**src/rtl/seq_cska_pkg.sv**
```systemverilog
// Purpose: shared types and sizing helpers for the block-serial carry-skip adder.
// Latency: n/a (declarations only).
// Backpressure: n/a (declarations only).
//
// Contents:
//   state_e  - controller states IDLE / RUN / DONE
//   num_blk  - number of skip blocks for a given operand width and block width
//   idx_w    - width of a register able to index n blocks (never below 1 bit)
package seq_cska_pkg;

    typedef enum logic [1:0] {
        IDLE = 2'd0,
        RUN  = 2'd1,
        DONE = 2'd2
    } state_e;

    localparam int DEF_WIDTH   = 16;
    localparam int DEF_BLOCK_W = 4;

    function automatic int num_blk(input int width, input int block_w);
        return width / block_w;
    endfunction

    // $clog2(1) is 0, which would give a zero-width index for a single block.
    function automatic int idx_w(input int n);
        return (n > 1) ? $clog2(n) : 1;
    endfunction

endpackage

```
**src/rtl/seq_cska_block.sv**
```systemverilog
// Purpose: one combinational carry-skip block (ripple sum plus skip mux on the carry-out).
// Latency: combinational, zero cycles.
// Backpressure: none, pure function of its inputs.
//
// Ports:
//   a_blk, b_blk - BLOCK_W-bit operand slices
//   c_in         - carry into the block
//   s_blk        - BLOCK_W-bit sum slice
//   c_out        - block carry-out, taken from c_in when the whole block propagates
//   p_all        - 1 when every bit of the block propagates (a ^ b all ones)
//   c_msb        - ripple carry into the most significant bit of the block
module cska_block #(
    parameter int BLOCK_W = 4
) (
    input  logic [BLOCK_W-1:0] a_blk,
    input  logic [BLOCK_W-1:0] b_blk,
    input  logic               c_in,
    output logic [BLOCK_W-1:0] s_blk,
    output logic               c_out,
    output logic               p_all,
    output logic               c_msb
);

    logic [BLOCK_W-1:0] prop;
    logic [BLOCK_W-1:0] gen;

    assign prop  = a_blk ^ b_blk;
    assign gen   = a_blk & b_blk;
    assign p_all = &prop;

    always_comb begin
        logic [BLOCK_W:0] c;
        c     = '0;
        s_blk = '0;
        c[0]  = c_in;
        for (int i = 0; i < BLOCK_W; i++) begin
            s_blk[i] = prop[i] ^ c[i];
            c[i+1]   = gen[i] | (prop[i] & c[i]);
        end
        c_msb = c[BLOCK_W-1];
        // When every bit propagates the ripple carry-out equals c_in, so the
        // skip path lets the carry bypass the chain without changing the value.
        c_out = p_all ? c_in : c[BLOCK_W];
    end

endmodule

```
**src/rtl/seq_cska.sv**
```systemverilog
// Purpose: block-serial carry-skip adder, one BLOCK_W slice per clock, signed/unsigned with overflow.
// Latency: out_valid rises NUM_BLK cycles after the accept edge; back-to-back gives one result per NUM_BLK+1 cycles.
// Backpressure: result held in DONE while out_ready=0; in_ready only when idle or when the result is being taken.
//
// Ports:
//   clk, rst             - rising-edge clock, asynchronous active-high reset
//   in_valid / in_ready  - operand handshake (a, b, cin, is_signed sampled on accept)
//   out_valid / out_ready- result handshake
//   sum[WIDTH:0]         - result; top bit is carry-out (unsigned) or sign extension (signed)
//   ovf                  - two's-complement overflow, always 0 in unsigned mode
//   skip_cnt             - (only with SEQ_CSKA_SKIP_CNT_EN defined) number of fully
//                          propagating blocks in the current operation
//
// Build option: define SEQ_CSKA_SKIP_CNT_EN to add the skip_cnt output and its counter.
module seq_cska
    import seq_cska_pkg::*;
#(
    parameter  int WIDTH   = DEF_WIDTH,
    parameter  int BLOCK_W = DEF_BLOCK_W,
    localparam int NUM_BLK = num_blk(WIDTH, BLOCK_W),
    localparam int IDX_W   = idx_w(NUM_BLK),
    localparam int CNT_W   = $clog2(NUM_BLK + 1)
) (
    input  logic             clk,
    input  logic             rst,
    input  logic             in_valid,
    output logic             in_ready,
    input  logic [WIDTH-1:0] a,
    input  logic [WIDTH-1:0] b,
    input  logic             cin,
    input  logic             is_signed,
    output logic             out_valid,
    input  logic             out_ready,
    output logic [WIDTH:0]   sum,
    output logic             ovf
`ifdef SEQ_CSKA_SKIP_CNT_EN
    ,
    output logic [CNT_W-1:0] skip_cnt
`endif
);

    if (BLOCK_W < 1 || WIDTH < BLOCK_W || (WIDTH % BLOCK_W) != 0) begin : g_bad_width
        $error("seq_cska: WIDTH must be a non-zero multiple of BLOCK_W");
    end

    state_e             state;
    logic [IDX_W-1:0]   k;
    logic               carry;
    logic [WIDTH-1:0]   a_r;
    logic [WIDTH-1:0]   b_r;
    logic               signed_r;

    logic [BLOCK_W-1:0] a_blk;
    logic [BLOCK_W-1:0] b_blk;
    logic [BLOCK_W-1:0] s_blk;
    logic               c_out;
    logic               p_all;
    logic               c_msb;
    logic               accept;
    logic               last_blk;

    assign in_ready = (state == IDLE) || ((state == DONE) && out_ready);
    assign accept   = in_valid && in_ready;
    assign last_blk = (k == IDX_W'(NUM_BLK - 1));

    // Select the operand slice for the current block; indices past NUM_BLK-1
    // never occur, so the default zero is only a don't-care filler.
    always_comb begin
        a_blk = '0;
        b_blk = '0;
        for (int i = 0; i < NUM_BLK; i++) begin
            if (k == IDX_W'(i)) begin
                a_blk = a_r[i*BLOCK_W +: BLOCK_W];
                b_blk = b_r[i*BLOCK_W +: BLOCK_W];
            end
        end
    end

    cska_block #(
        .BLOCK_W (BLOCK_W)
    ) u_blk (
        .a_blk (a_blk),
        .b_blk (b_blk),
        .c_in  (carry),
        .s_blk (s_blk),
        .c_out (c_out),
        .p_all (p_all),
        .c_msb (c_msb)
    );

    always_ff @(posedge clk or posedge rst) begin
        if (rst) begin
            state     <= IDLE;
            k         <= '0;
            carry     <= 1'b0;
            a_r       <= '0;
            b_r       <= '0;
            signed_r  <= 1'b0;
            sum       <= '0;
            ovf       <= 1'b0;
            out_valid <= 1'b0;
`ifdef SEQ_CSKA_SKIP_CNT_EN
            skip_cnt  <= '0;
`endif
        end else if (accept) begin
            // Accept can happen from IDLE or from DONE while the result is
            // being taken; both drop out_valid and restart at block 0.
            a_r       <= a;
            b_r       <= b;
            signed_r  <= is_signed;
            carry     <= cin;
            k         <= '0;
            out_valid <= 1'b0;
            state     <= RUN;
`ifdef SEQ_CSKA_SKIP_CNT_EN
            skip_cnt  <= '0;
`endif
        end else begin
            case (state)
                RUN: begin
                    for (int i = 0; i < NUM_BLK; i++) begin
                        if (k == IDX_W'(i)) begin
                            sum[i*BLOCK_W +: BLOCK_W] <= s_blk;
                        end
                    end
                    carry <= c_out;
`ifdef SEQ_CSKA_SKIP_CNT_EN
                    if (p_all) begin
                        skip_cnt <= skip_cnt + CNT_W'(1);
                    end
`endif
                    if (last_blk) begin
                        // Signed: the true sign of the (WIDTH+1)-bit result is
                        // a_msb ^ b_msb ^ carry-out; overflow is a mismatch
                        // between the carries into and out of the MSB.
                        if (signed_r) begin
                            sum[WIDTH] <= a_r[WIDTH-1] ^ b_r[WIDTH-1] ^ c_out;
                            ovf        <= c_msb ^ c_out;
                        end else begin
                            sum[WIDTH] <= c_out;
                            ovf        <= 1'b0;
                        end
                        out_valid <= 1'b1;
                        state     <= DONE;
                    end else begin
                        k <= k + IDX_W'(1);
                    end
                end
                DONE: begin
                    if (out_ready) begin
                        out_valid <= 1'b0;
                        state     <= IDLE;
                    end
                end
                IDLE: begin
                    out_valid <= 1'b0;
                end
                default: begin
                    out_valid <= 1'b0;
                    state     <= IDLE;
                end
            endcase
        end
    end

`ifndef SEQ_CSKA_SKIP_CNT_EN
    // Without the counter the propagate flag only feeds the skip mux inside
    // the block; keep it referenced so the port is not left dangling.
    logic unused_p_all;
    assign unused_p_all = p_all;
`endif

endmodule

```
**config.mk**
```make
export PLATFORM = sky130hd
export DESIGN_NAME = seq_cska
export DESIGN_NICKNAME = d
export VERILOG_FILES = /design/src/rtl/seq_cska_pkg.sv /design/src/rtl/seq_cska_block.sv /design/src/rtl/seq_cska.sv
export SDC_FILE = /design/constraint.sdc
export NUM_CORES = 1
export LEC_CHECK = 0
export BUFFER_PORTS_ARGS = -buffer_cell sky130_fd_sc_hd__buf_2
export CAP_MARGIN = 20
export CORE_AREA = 2 2 88 90
export DETAILED_ROUTE_END_ITERATION = 8
export DIE_AREA = 0 0 90 92
export GPL_ROUTABILITY_DRIVEN = 0
export PLACE_DENSITY = 0.62
export SYNTH_ARGS = -nofsm -noshare
export SYNTH_HDL_FRONTEND = slang
export SYNTH_SLANG_ARGS = --single-unit
export TNS_END_PERCENT = 50
```
**constraint.sdc**
```tcl
create_clock -name clk -period 6.4 [get_ports clk]
set_input_delay 0.64 -clock clk [delete_from_list [all_inputs] [get_ports clk]]
set_output_delay 0.64 -clock clk [all_outputs]
set_load 0.03 [all_outputs]
```
=== After elaboration in Yosys (flattened, before gate mapping) ===
Index checks and enable logic that the tools add are counted.

* Flip-flop bits (word level): 57
* Input port bits: 38
* Output and inout port bits: 20
* Logic and storage cells: 78

* $add $sub $neg: 1
* Equal/unequal tests: 9
* Multiplexer cells: 24
* Bitwise operators: 18
* Reductions and logical operators: 14

{| class="wikitable"
|+ Operators with widths
! operator !! number
|-
| $mux 4 || 8
|-
| $reduce_and 3->1 || 5
|-
| $mux 2 || 6
|-
| $mux 1 || 8
|-
| $xor 1x1->1 || 7
|-
| $eq 2x2->1 const B || 3
|-
| $ne 3x3->1 const B || 2
|-
| $pmux 2 s3 || 1
|-
| $and 1x1->1 || 4
|-
| $and 4x4->4 || 1
|-
| $eq 2x1->1 const B || 2
|-
| $logic_not 2->1 || 2
|-
| $ne 2x2->1 const B || 2
|-
| $or 1x1->1 || 4
|-
| $reduce_and 2->1 || 2
|-
| $reduce_and 4->1 || 1
|-
| $xor 4x4->4 || 1
|-
| $add 2x1->2 const B || 1
|-
| $logic_and 1x1->1 || 2
|-
| $pmux 1 s2 || 1
|-
| $reduce_bool 2->1 || 1
|-
| $logic_or 1x1->1 || 1
|-
| $not 1->1 || 1
|}

=== Longest topological paths before layout ===
Gate-level depths: netlist of run 1.

* Word-level depth: 17
* Gate-level depth with buffers: 16
* Depth with buffers taken out: 15

=== Hierarchy ===
Synthesis of run 1 repeated with hierarchy kept, for this count alone.

* Cells, all modules: 209
* Area, all modules: 2727.6 um^2

{| class="wikitable"
|+ By module, submodules not included
! module !! instances !! cells an instance !! area each (um^2) !! sequential area each (um^2)
|-
| seq_cska || 1 || 189 || 2533.7 || 1426.4
|-
| cska_block || 1 || 20 || 193.9 || 0.0
|}

=== Worst setup path before layout of run 1 ===
OpenSTA, ideal clock, no wires.

* Path type: reg2reg
* From: reg k[1]
* To: reg ovf
* Setup time: 0.123 ns
* Arrival time: 3.199 ns
* Data required time: 6.277 ns
* Setup slack: 3.078 ns
* Stages on the path, launching flop included: 17
* Buffers on the path: 1
* Period minus slack after synthesis: 3.322 ns
* Path through: dfrtp_1 > inv_1 > ha_1 > buf_2 > nand3b_1 > a21oi_1 > a21oi_1 > o21ai_0 > fa_1 > fa_1 > inv_1 > fa_1 > inv_1 > fa_1 > mux2i_2 > xnor2_1 > o21ai_1

* Cells in the longest elaborated chain, start to end: 17
* Elaborated cells on any way between the ends: 27
* Those cells by class: eq/ne (3); mux (10); bitwise (11); reduce/logical (3)

{| class="wikitable"
|+ RTL lines
! element !! line !! source
|-
| start, declared || seq_cska.sv:47 || <nowiki>logic [IDX_W-1:0] k;</nowiki>
|-
| start signal, assigned || seq_cska.sv:146 || <nowiki>k <= k + IDX_W'(1);</nowiki>
|-
| $logic_not 2->1 || seq_cska.sv:72 || <nowiki>if (k == IDX_W'(i)) begin</nowiki>
|-
| $mux 4 (4 in a row) || seq_cska.sv:72 ||
|-
| $xor 4x4->4 || seq_cska_block.sv:27 || <nowiki>assign prop = a_blk ^ b_blk;</nowiki>
|-
| $and 1x1->1 || seq_cska_block.sv:38 || <nowiki>c[i+1] = gen[i] | (prop[i] & c[i]);</nowiki>
|-
| $or 1x1->1 || seq_cska_block.sv:38 ||
|-
| $and 1x1->1 || seq_cska_block.sv:38 ||
|-
| $or 1x1->1 || seq_cska_block.sv:38 ||
|-
| $and 1x1->1 || seq_cska_block.sv:38 ||
|-
| $or 1x1->1 || seq_cska_block.sv:38 ||
|-
| $and 1x1->1 || seq_cska_block.sv:38 ||
|-
| $or 1x1->1 || seq_cska_block.sv:38 ||
|-
| $mux 1 || seq_cska_block.sv:43 || <nowiki>c_out = p_all ? c_in : c[BLOCK_W];</nowiki>
|-
| $xor 1x1->1 || seq_cska.sv:138 || <nowiki>ovf <= c_msb ^ c_out;</nowiki>
|-
| $mux 1 || seq_cska.sv:136 || <nowiki>if (signed_r) begin</nowiki>
|-
| end signal, assigned || seq_cska.sv:138 ||
|-
| end, declared || seq_cska.sv:35 || <nowiki>output logic ovf</nowiki>
|}

Parallel ways exist; a longest one is shown, timed or not.
A chain may end at the register's enable or synchronous reset.

=== Worst setup path after layout of run 1 ===
Ends and elaborated chain as after synthesis.

==> results of run 1 <==
==> cells in the mapped netlist (2+ instances only) <==
cell / instances
sky130_fd_sc_hd__buf_12: 3
sky130_fd_sc_hd__fa_1: 4
sky130_fd_sc_hd__nor2_1: 3
sky130_fd_sc_hd__nand2_1: 24
sky130_fd_sc_hd__nor2b_1: 7
sky130_fd_sc_hd__nor3_1: 2
sky130_fd_sc_hd__xnor2_1: 2
sky130_fd_sc_hd__mux2_1: 7
sky130_fd_sc_hd__a221oi_1: 4
sky130_fd_sc_hd__inv_1: 6
sky130_fd_sc_hd__ha_1: 8
sky130_fd_sc_hd__a21o_1: 2
sky130_fd_sc_hd__clkbuf_1: 4
sky130_fd_sc_hd__mux2_4: 27
sky130_fd_sc_hd__nand3b_1: 4
sky130_fd_sc_hd__o21ai_1: 3
sky130_fd_sc_hd__dfrtp_1: 57
sky130_fd_sc_hd__a21oi_1: 10
sky130_fd_sc_hd__o31ai_1: 2
sky130_fd_sc_hd__o21ai_0: 9
sky130_fd_sc_hd__mux2_2: 11
==> final cells by class <==
class,instances,area [sq um],area share
Clock buffer,10,137.6,0.04026
Clock inverter,6,105.1,0.03075
Tap cell,102,127.6,0.03734
Inverter,6,22.52,0.006589
Timing Repair Buffer,59,300.3,0.08785
Multi-Input combinational cell,143,1299,0.3799
Sequential cell,57,1426,0.4173
==> cells in the final DEF, fill, tap and decap left out, types with 2 or more instances in the layout <==
| cell | Yosys | layout |
|---|---|---|
| sky130_fd_sc_hd__dfrtp_1 | 57 | 57 |
| sky130_fd_sc_hd__buf_2 | 1 | 57 |
| sky130_fd_sc_hd__mux2_4 | 27 | 27 |
| sky130_fd_sc_hd__nand2_1 | 24 | 24 |
| sky130_fd_sc_hd__mux2_2 | 11 | 11 |
| sky130_fd_sc_hd__a21oi_1 | 10 | 10 |
| sky130_fd_sc_hd__clkbuf_8 | 0 | 10 |
| sky130_fd_sc_hd__o21ai_0 | 9 | 9 |
| sky130_fd_sc_hd__ha_1 | 8 | 8 |
| sky130_fd_sc_hd__mux2_1 | 7 | 7 |
| sky130_fd_sc_hd__nor2b_1 | 7 | 7 |
| sky130_fd_sc_hd__inv_1 | 6 | 5 |
| sky130_fd_sc_hd__a221oi_1 | 4 | 4 |
| sky130_fd_sc_hd__nand3b_1 | 4 | 4 |
| sky130_fd_sc_hd__fa_1 | 4 | 4 |
| sky130_fd_sc_hd__nor2_1 | 3 | 3 |
| sky130_fd_sc_hd__o21ai_1 | 3 | 3 |
| sky130_fd_sc_hd__bufinv_16 | 0 | 3 |
| sky130_fd_sc_hd__clkinv_2 | 0 | 3 |
| sky130_fd_sc_hd__nor3_1 | 2 | 2 |
| sky130_fd_sc_hd__o31ai_1 | 2 | 2 |
| sky130_fd_sc_hd__a21o_1 | 2 | 2 |
| sky130_fd_sc_hd__xnor2_1 | 2 | 2 |
| sky130_fd_sc_hd__buf_4 | 0 | 2 |
==> cells by family after synthesis <==
group                      Yosys count  synth area share
muxes                               46            0.2195
xor gates and xnor gates             3          0.009277
AOI/OAI and AO/OA                   33           0.07243
and+or+nand+nor                     49           0.09144
buffers and inverters               15           0.04019
adders and majority gates           12           0.06361
DFF                                 57            0.5035
==> power by group <==
part / leakage, nW / switching (mW) / total, mW / internal, mW
Combinational: 0.809 / 0.586 / 1.10 / 0.511
Sequential: 0.684 / 0.121 / 0.667 / 0.546
Clock: 0.126 / 0.143 / 0.410 / 0.267
==> flip-flops by register name, summed over array words and instances, names as in the netlist <==
register / flops
carry: 1
a_r: 16
b_r: 16
state: 2
sum: 17
ovf: 1
k: 2
signed_r: 1
out_valid: 1
==> worst paths after layout <==
kind                                      end  cells after the start  slack, ns
max                           ovf$_DFFE_PP0P_                     14       2.77
min                        sum[6]$_DFFE_PP0P_                      2       0.48
max reg2reg                   ovf$_DFFE_PP0P_                     14       2.77
min reg2reg                sum[6]$_DFFE_PP0P_                      2       0.48
max in group asynchronous    k[0]$_DFFE_PP0P_                      3       5.44
min in group asynchronous  a_r[7]$_DFFE_PP0P_                      3       0.49
==> per-stage QoR <==
| step | hold WS [ns] | util |
|---|---|---|
| after detailed placement | 0.4745 | 0.4264 |
| final | 0.4821 | 0.4590 |
| after floorplan | 0.4739 | - |
| after CTS | 0.4883 | 0.4590 |
| after global placement | 0.4627 | 0.4264 |
| after global routing | 0.5106 | 0.4590 |
==> metal layers <==
metal / vias up / wire (um) / track usage
met4: 0 / 104 / 0.06410
met2: 39 / 2526 / 0.2262
met3: 11 / 234 / 0.05259
li1: 872 / - / -
met1: 853 / 2608 / 0.1868
met5: - / 0 / 0
==> worst max-delay path: stages, from the launching register on <==
cell and delay, ns:
sky130_fd_sc_hd__dfrtp_1 0.40, sky130_fd_sc_hd__inv_1 0.12, sky130_fd_sc_hd__ha_1 0.47, sky130_fd_sc_hd__nor2b_1 0.12, sky130_fd_sc_hd__a221oi_1 0.28, sky130_fd_sc_hd__o31ai_1 0.15
sky130_fd_sc_hd__fa_1 0.42, sky130_fd_sc_hd__fa_1 0.36, sky130_fd_sc_hd__inv_1 0.07, sky130_fd_sc_hd__fa_1 0.20, sky130_fd_sc_hd__inv_1 0.06, sky130_fd_sc_hd__fa_1 0.37
sky130_fd_sc_hd__mux2i_2 0.24, sky130_fd_sc_hd__xnor2_1 0.15, sky130_fd_sc_hd__o21ai_1 0.08
==> results.sh, run 1 <==
export IMPL_groute_usage_overall=0.1467
export IMPL_synthesized_instance_count=215
export IMPL_status="finished, final reports clean"
export IMPL_min_period_ns=3.629
export IMPL_total_leakage_power_nw=1.620
export IMPL_vias=1775
export IMPL_maxSlewViolCount=0
export IMPL_synth_top_area_share=0.5035
export IMPL_slew_headroom=0.5176
export IMPL_grt_start_max_net_pins=58
export IMPL_totalNegativeSetupSlack_ns=0
export IMPL_detailedPlace_worstSlack_ns=2.786
export IMPL_setup_violations=0
export IMPL_rsz0062_at_grt="false"
export IMPL_insertion_delay_ns=0.34
export IMPL_min_period_over_period=0.5671
export IMPL_clock_tree_buffer_depth=2
export IMPL_maxCapViolations=0
export IMPL_post_dp_hpwl_mm=3.917
export IMPL_arrival_ns=3.86
export IMPL_synth_flop_cell="sky130_fd_sc_hd__dfrtp_1"
export IMPL_synth_enable_flop_cells=0
export IMPL_avgViaCountPerCell=4.634
export IMPL_synth_net_count=265
export IMPL_critPathLaunch="k[1]$_DFFE_PP0P_"
export IMPL_vdd_ir_drop_worst_mv=0.1898
export IMPL_drt_pass1_iterations=6
export IMPL_postCtsResizedCells=0
export IMPL_synth_area_leaders="sky130_fd_sc_hd__dfrtp_1 50%, sky130_fd_sc_hd__mux2_4 14%, sky130_fd_sc_hd__mux2_2 4.4%"
export IMPL_global_route_overflow_total=0
export IMPL_r2r_start="k[1]$_DFFE_PP0P_"
export IMPL_stdcell_area_sq_um=3418
export IMPL_place_area_sq_um=3176
export IMPL_drt_antenna_violating_nets=0
export IMPL_async_flop_share=1.000
export IMPL_synth_sequential_area_ratio=0.5035
export IMPL_share_of_post_route_cells_with_drive_strength_above_1=0.4270
export IMPL_endpoint_kind="flip-flop"
export IMPL_io_buffers=57
export IMPL_grt_first_pass_wirelength_mm=9.266
export IMPL_cts_hold_repair_buffers=0
export IMPL_drt_first_iter_violations=79
export IMPL_design_final_nets=326
export IMPL_timing_fmax_mhz=275.5
export IMPL_worst_slew_pin_transition_ns=0.7235
export IMPL_finish_cell_count_without_fillers=383
export IMPL_worst_slack_ns=2.771
export IMPL_synth_largest_area_cell="sky130_fd_sc_hd__dfrtp_1"
export IMPL_clk_root_buf="sky130_fd_sc_hd__clkbuf_8"
export IMPL_worst_setup_hold_path_clk_slew_ns=0.06
export IMPL_syn_to_final_growth_pct=20.67
export IMPL_first_global_vias=1901
export IMPL_dp_cells=367
export IMPL_antenna_cells=0
export IMPL_dieHeight_um=92
export IMPL_die_width_um=90
export IMPL_cts_sinks=57
export IMPL_crit_type="flip-flop to flip-flop"
export IMPL_cts_max_level=3
export IMPL_number_of_buffers_added_by_the_clock_tree_synthesis_step=9
export IMPL_avgRoutedWirePerCell_um=14.29
export IMPL_finalClockSkew_ns=0.006994
export IMPL_total_power_mw=2.174
export IMPL_synth_distinct_cells=37
export IMPL_ys_warn_count=0
export IMPL_num_rows=32
export IMPL_antenna_found_initial=0
export IMPL_drt_wirelength_mm=5.474
export IMPL_floorplan_die_area_sq_um=8280
export IMPL_hold_path_startpoint="sum[6]$_DFFE_PP0P_"
export IMPL_boundaryPins=58
export IMPL_cts_tree="done"
export IMPL_worstPathMaxFanout=16
export IMPL_placeableCoreArea_sq_um=7447
export IMPL_critical_path_required_ns=6.63
export IMPL_hold_class="flip-flop to flip-flop"
export IMPL_post_cts_setup_buffers=0
export IMPL_ys_ff_latch=57
export IMPL_drc=0
export IMPL_power_density_over_cell_area_nw_per_um2=635.9
export IMPL_synth_avg_cell_area_sq_um=13.18
export IMPL_hold_violations=0
export IMPL_nFillCells=719
export IMPL_synth_cell_area_sq_um=2833
export IMPL_starting_density_of_the_core=0.3804
export IMPL_worst_setup_path_start_kind="flip-flop"
(Power assumes the default switching activity.)
==> run 2: changes to the inputs <==
clock period = 3.7 ns   (was 6.4 ns; I/O delays follow)
==> results.sh, run 2 (synthesis results as in run 1) <==
export IMPL_timing_fmax_mhz=293.4
export IMPL_first_global_vias=1853
export IMPL_num_rows=32
export IMPL_share_of_post_route_cells_with_drive_strength_above_1=0.4437
export IMPL_insertion_delay_ns=0.34
export IMPL_arrival_ns=3.63
export IMPL_drt_first_iter_violations=70
export IMPL_post_cts_setup_buffers=0
export IMPL_critPathLaunch="k[1]$_DFFE_PP0P_"
export IMPL_total_power_mw=3.727
export IMPL_slew_headroom=0.5127
export IMPL_regs_by_ff_count="sum x17, a_r x16, b_r x16"
export IMPL_drt_pass1_iterations=4
export IMPL_setup_violations=0
export IMPL_worst_setup_hold_path_clk_slew_ns=0.07
export IMPL_drt_antenna_violating_nets=0
export IMPL_maxSlewViolCount=0
export IMPL_vias=1797
export IMPL_totalNegativeSetupSlack_ns=0
export IMPL_power_switching_mw=1.495
export IMPL_cts_sinks=57
export IMPL_postCtsResizedCells=0
export IMPL_drc=0
export IMPL_critical_path_required_ns=3.92
export IMPL_setup_reg_to_reg_worst_slack_ns=0.29
export IMPL_min_period_over_period=0.9212
export IMPL_most_common_layout_cells="57 x sky130_fd_sc_hd__dfrtp_1, 57 x sky130_fd_sc_hd__buf_2, 27 x sky130_fd_sc_hd__mux2_4"
export IMPL_io_buffers=57
export IMPL_hold_class="primary input to asynchronous set/reset pin"
export IMPL_largest_register_ffs=17
export IMPL_clockPowerShare=0.170
export IMPL_vdd_ir_drop_worst_mv=0.3490
export IMPL_boundaryPins=58
export IMPL_hold_violations=0
export IMPL_dieHeight_um=92
export IMPL_placeableCoreArea_sq_um=7447
export IMPL_worstPathMaxFanout=9
export IMPL_worst_r2r_cell_count=16
export IMPL_cts_tree="done"
export IMPL_antenna_cells=0
export IMPL_cts_hold_repair_buffers=0
export IMPL_cts_max_level=3
export IMPL_drt_wirelength_mm=5.568
export IMPL_number_of_buffers_added_by_the_clock_tree_synthesis_step=9
export IMPL_regMostFlops="sum"
export IMPL_floorplan_die_area_sq_um=8280
export IMPL_worst_slew_pin_transition_ns=0.7299
export IMPL_total_leakage_power_nw=1.618
export IMPL_avgRoutedWirePerCell_um=14.42
export IMPL_global_route_overflow_total=0
export IMPL_r2r_start="k[1]$_DFFE_PP0P_"
export IMPL_grt_first_pass_wirelength_mm=9.370
export IMPL_endpoint_kind="flip-flop"
export IMPL_syn_to_final_growth_pct=21.02
export IMPL_clk_root_buf="sky130_fd_sc_hd__clkbuf_8"
export IMPL_finalClockSkew_ns=0.01096
export IMPL_die_width_um=90
export IMPL_comb_power_share=0.520
export IMPL_power_frac_seq=0.310
export IMPL_grt_start_max_net_pins=38
export IMPL_avgViaCountPerCell=4.655
export IMPL_nFillCells=736
export IMPL_crit_type="flip-flop to flip-flop"
export IMPL_critical_path_endpoint="ovf$_DFFE_PP0P_"
export IMPL_design_final_nets=329
export IMPL_min_period_ns=3.408
export IMPL_power_density_over_cell_area_nw_per_um2=1087
export IMPL_power_switching_share=0.4013
export IMPL_maxCapViolations=0
export IMPL_status="finished, final reports clean"
export IMPL_antenna_found_initial=0
export IMPL_intPower_mw=2.232
export IMPL_rsz0062_at_grt="false"
export IMPL_worst_setup_path_start_kind="flip-flop"
export IMPL_clock_tree_buffer_depth=2
export IMPL_starting_density_of_the_core=0.3804
export IMPL_groute_usage_overall=0.1467
export IMPL_rr_endpoint="ovf$_DFFE_PP0P_"
export IMPL_post_dp_hpwl_mm=4.137
==> run 2: cell types whose count changed in the layout (fill, tap and decap cells not counted), sizes merged <==
cell	change
buf	+3
bufinv	-1
clkbuf	-1
clkinv	+1
clkinvlp	+1
==> run 2: per-layer routing <==
| metal | vias to the layer above | share of wire | GRT usage |
|---|---|---|---|
| li1 | 874 | - | - |
| met5 | - | 0 | 0 |
| met1 | 878 | 0.48 | 0.1999 |
| met3 | 9 | 0.039 | 0.03451 |
| met4 | 0 | 0.019 | 0.06923 |
| met2 | 36 | 0.46 | 0.2218 |
==> run 2: final cells by class <==
type                    instances  area (sq um)  share of cell area
clock buffers                   9         123.9             0.03613
repair buffers                 62         322.8             0.09416
inverters                       6         22.52            0.006569
well taps                     102         127.6             0.03723
clock inverters                 7         95.09             0.02774
multi-input cells             143          1310              0.3821
flip-flops and latches         57          1426              0.4161
==> run 2: how the worst min path moves through the flow <==
stage	from	to	slack (ns)
after floorplan	a_r[2]$_DFFE_PP0P_	a_r[2]$_DFFE_PP0P_	0.47
after global placement	sum[5]$_DFFE_PP0P_	sum[5]$_DFFE_PP0P_	0.47
after detailed placement	sum[4]$_DFFE_PP0P_	sum[4]$_DFFE_PP0P_	0.48
after CTS	rst	a_r[13]$_DFFE_PP0P_	0.19
after global routing	rst	b_r[11]$_DFFE_PP0P_	0.22
final	rst	b_r[11]$_DFFE_PP0P_	0.15
==> run 2: per-stage QoR <==
stage	worst slack, ns	instances	hold WS (ns)	instance area [sq um]	utilization
3_3_place_gp	0.3364	370	0.4688	3198	0.4294
4_1_cts	0.1975	386	0.1851	3417	0.4588
3_5_place_dp	0.2111	370	0.4784	3198	0.4294
6_report	0.2917	386	0.1522	3428	0.4603
5_1_grt	0.05042	386	0.2199	3428	0.4603
2_1_floorplan	0.3779	215	0.4739	2833	-
==> run 2: power by group through the flow <==
stage,sequential (mW),clock (mW),combinational [mW]
floorplan,1.29,0,1.33
global placement,1.16,0,1.91
detailed placement,1.16,0,1.96
CTS,1.16,0.649,1.97
global route,1.20,0.680,2.15
finish,1.15,0.635,1.94
==> run 2: worst max-delay path, stage by stage (launching register included) <==
cell and delay (ns):
sky130_fd_sc_hd__dfrtp_1 0.39, sky130_fd_sc_hd__inv_1 0.10, sky130_fd_sc_hd__ha_2 0.23, sky130_fd_sc_hd__buf_4 0.17, sky130_fd_sc_hd__nand2_1 0.06, sky130_fd_sc_hd__a21oi_1 0.06, sky130_fd_sc_hd__a21oi_1 0.11, sky130_fd_sc_hd__o21ai_0 0.15
sky130_fd_sc_hd__fa_1 0.45, sky130_fd_sc_hd__fa_1 0.37, sky130_fd_sc_hd__inv_1 0.08, sky130_fd_sc_hd__fa_1 0.20, sky130_fd_sc_hd__inv_1 0.07, sky130_fd_sc_hd__fa_1 0.38, sky130_fd_sc_hd__mux2i_2 0.24, sky130_fd_sc_hd__xnor2_1 0.15
sky130_fd_sc_hd__o21ai_1 0.08
==> run 3: changes to the inputs <==
RECOVER_POWER = 25   (was default)
==> results.sh, run 3 (synthesis results as in run 1) <==
export IMPL_first_global_vias=1853
export IMPL_nFillCells=736
export IMPL_setup_reg_to_reg_worst_slack_ns=0.29
export IMPL_worst_setup_path_start_kind="flip-flop"
export IMPL_antenna_cells=0
export IMPL_drt_antenna_violating_nets=0
export IMPL_multiInputGateArea_sq_um=1310
export IMPL_maxCapViolations=0
export IMPL_worst_setup_hold_path_clk_slew_ns=0.07
export IMPL_maxSlewViolCount=0
export IMPL_slew_headroom=0.1195
export IMPL_antenna_found_initial=0
export IMPL_total_power_mw=3.727
export IMPL_hold_class="primary input to flip-flop"
export IMPL_die_width_um=90
export IMPL_number_of_buffers_added_by_the_clock_tree_synthesis_step=9
export IMPL_sequential_cell_area_sq_um=1426
export IMPL_global_route_overflow_total=0
export IMPL_timing_critical_path_slowest_cell_delay_ns=0.45
export IMPL_largest_register_ffs=17
export IMPL_drt_wirelength_mm=5.567
export IMPL_cp_num_buf_inv=4
export IMPL_design_final_nets=329
export IMPL_syn_to_final_growth_pct=21.02
export IMPL_cts_tree="done"
export IMPL_min_period_ns=3.408
export IMPL_regMostFlops="sum"
export IMPL_vias=1797
export IMPL_critical_path_endpoint="ovf$_DFFE_PP0P_"
export IMPL_clock_tree_buffer_depth=2
export IMPL_fin_worst_hold_slack_ns=0.2613
export IMPL_totalNegativeSetupSlack_ns=0
export IMPL_endpoint_kind="flip-flop"
export IMPL_cts_sinks=57
export IMPL_r2r_start="k[1]$_DFFE_PP0P_"
export IMPL_cell_seen_most_often_among_critical_path_stages="sky130_fd_sc_hd__fa_1"
export IMPL_cts_hold_repair_buffers=0
export IMPL_regs_by_ff_count="sum x17, a_r x16, b_r x16"
export IMPL_vdd_ir_drop_worst_mv=0.3490
export IMPL_insertion_delay_ns=0.34
export IMPL_io_buffers=57
export IMPL_total_leakage_power_nw=1.619
export IMPL_post_cts_setup_buffers=0
export IMPL_crit_type="flip-flop to flip-flop"
export IMPL_critical_path_slowest_cell="sky130_fd_sc_hd__fa_1"
export IMPL_floorplan_die_area_sq_um=8280
export IMPL_grt_first_pass_wirelength_mm=9.370
export IMPL_avgRoutedWirePerCell_um=14.42
export IMPL_starting_density_of_the_core=0.3804
export IMPL_drt_pass1_iterations=4
export IMPL_critPathLaunch="k[1]$_DFFE_PP0P_"
export IMPL_setup_violations=0
export IMPL_arrival_ns=3.63
export IMPL_num_rows=32
export IMPL_timing_fmax_mhz=293.4
export IMPL_most_common_layout_cells="57 x sky130_fd_sc_hd__dfrtp_1, 57 x sky130_fd_sc_hd__buf_2, 27 x sky130_fd_sc_hd__mux2_4"
export IMPL_cp_num_cells=16
export IMPL_share_of_post_route_cells_with_drive_strength_above_1=0.4401
export IMPL_clk_root_buf="sky130_fd_sc_hd__clkbuf_8"
export IMPL_power_density_over_cell_area_nw_per_um2=1087
export IMPL_min_period_over_period=0.9212
export IMPL_placeableCoreArea_sq_um=7447
export IMPL_grt_start_max_net_pins=38
export IMPL_cts_max_level=3
export IMPL_timing_critical_path_max_delay_family="adder cells"
export IMPL_rsz0062_at_grt="false"
export IMPL_groute_usage_overall=0.1467
export IMPL_worst_slew_pin_transition_ns=1.319
export IMPL_critical_path_required_ns=3.92
export IMPL_dieHeight_um=92
export IMPL_boundaryPins=58
export IMPL_finalClockSkew_ns=0.01096
export IMPL_status="finished, final reports clean"
export IMPL_avgViaCountPerCell=4.655
export IMPL_post_dp_hpwl_mm=4.137
export IMPL_drc=0
export IMPL_crit_path_cell_trace="inv_1 -> ha_2 -> buf_4 -> nand2_1 -> a21oi_1 -> a21oi_1 -> o21ai_0 -> fa_1 -> fa_1 -> inv_1 -> fa_1 -> inv_1 -> fa_1 -> mux2i_2 -> xnor2_1 -> o21ai_1"
export IMPL_rr_endpoint="ovf$_DFFE_PP0P_"
export IMPL_hold_violations=0
export IMPL_worstPathMaxFanout=9
export IMPL_drt_first_iter_violations=70
export IMPL_worst_r2r_cell_count=16
-- run 3: cell counts in the layout (fill, tap and decap cells not counted) --
Identical to the previous run, type by type.
-- run 3: report_power, final --
part	internal, mW	switching [mW]	total (mW)
clock network	0.378	0.257	0.635
registers	0.944	0.211	1.15
logic	0.909	1.03	1.94
-- run 3: how the worst min path moves through the flow --
stage | start | endpoint | slack, ns | depth (start not counted)
floorplan | a_r[2]$_DFFE_PP0P_ | a_r[2]$_DFFE_PP0P_ | 0.47 | 1
global placement | sum[5]$_DFFE_PP0P_ | sum[5]$_DFFE_PP0P_ | 0.47 | 1
detailed placement | sum[4]$_DFFE_PP0P_ | sum[4]$_DFFE_PP0P_ | 0.48 | 1
CTS | rst | a_r[13]$_DFFE_PP0P_ | 0.19 | 2
global route | b[2] | b_r[2]$_DFFE_PP0P_ | 0.24 | 2
finish | a[13] | a_r[13]$_DFFE_PP0P_ | 0.26 | 2
-- run 3: area by class of cell --
type | count | area share
inverters | 6 | 0.006569
multi-input cells | 143 | 0.3821
repair buffers | 62 | 0.09416
well taps | 102 | 0.03723
flip-flops and latches | 57 | 0.4161
clock inverters | 7 | 0.02774
clock buffers | 9 | 0.03613
-- run 3: layer usage --
layer	share of wire	routed length [um]	track usage
met4	0.019	105	0.06923
met3	0.039	217	0.03451
met1	0.48	2672	0.1999
met2	0.46	2572	0.2218
met5	0	0	0
-- run 3: what timing repair did --
action	in CTS	in global routing
setup endpoints to repair	0	7
endpoints found under the hold margin	0	0
gates resized for setup	0	3
-- run 3: through the flow --
stage	setup slack, ns	instance area [sq um]	cells	util
CTS	0.1975	3417	386	0.4588
finish	0.2917	3428	386	0.4603
global placement	0.3364	3198	370	0.4294
global route	0.05042	3428	386	0.4603
floorplan	0.3779	2833	215	-
detailed placement	0.2111	3198	370	0.4294
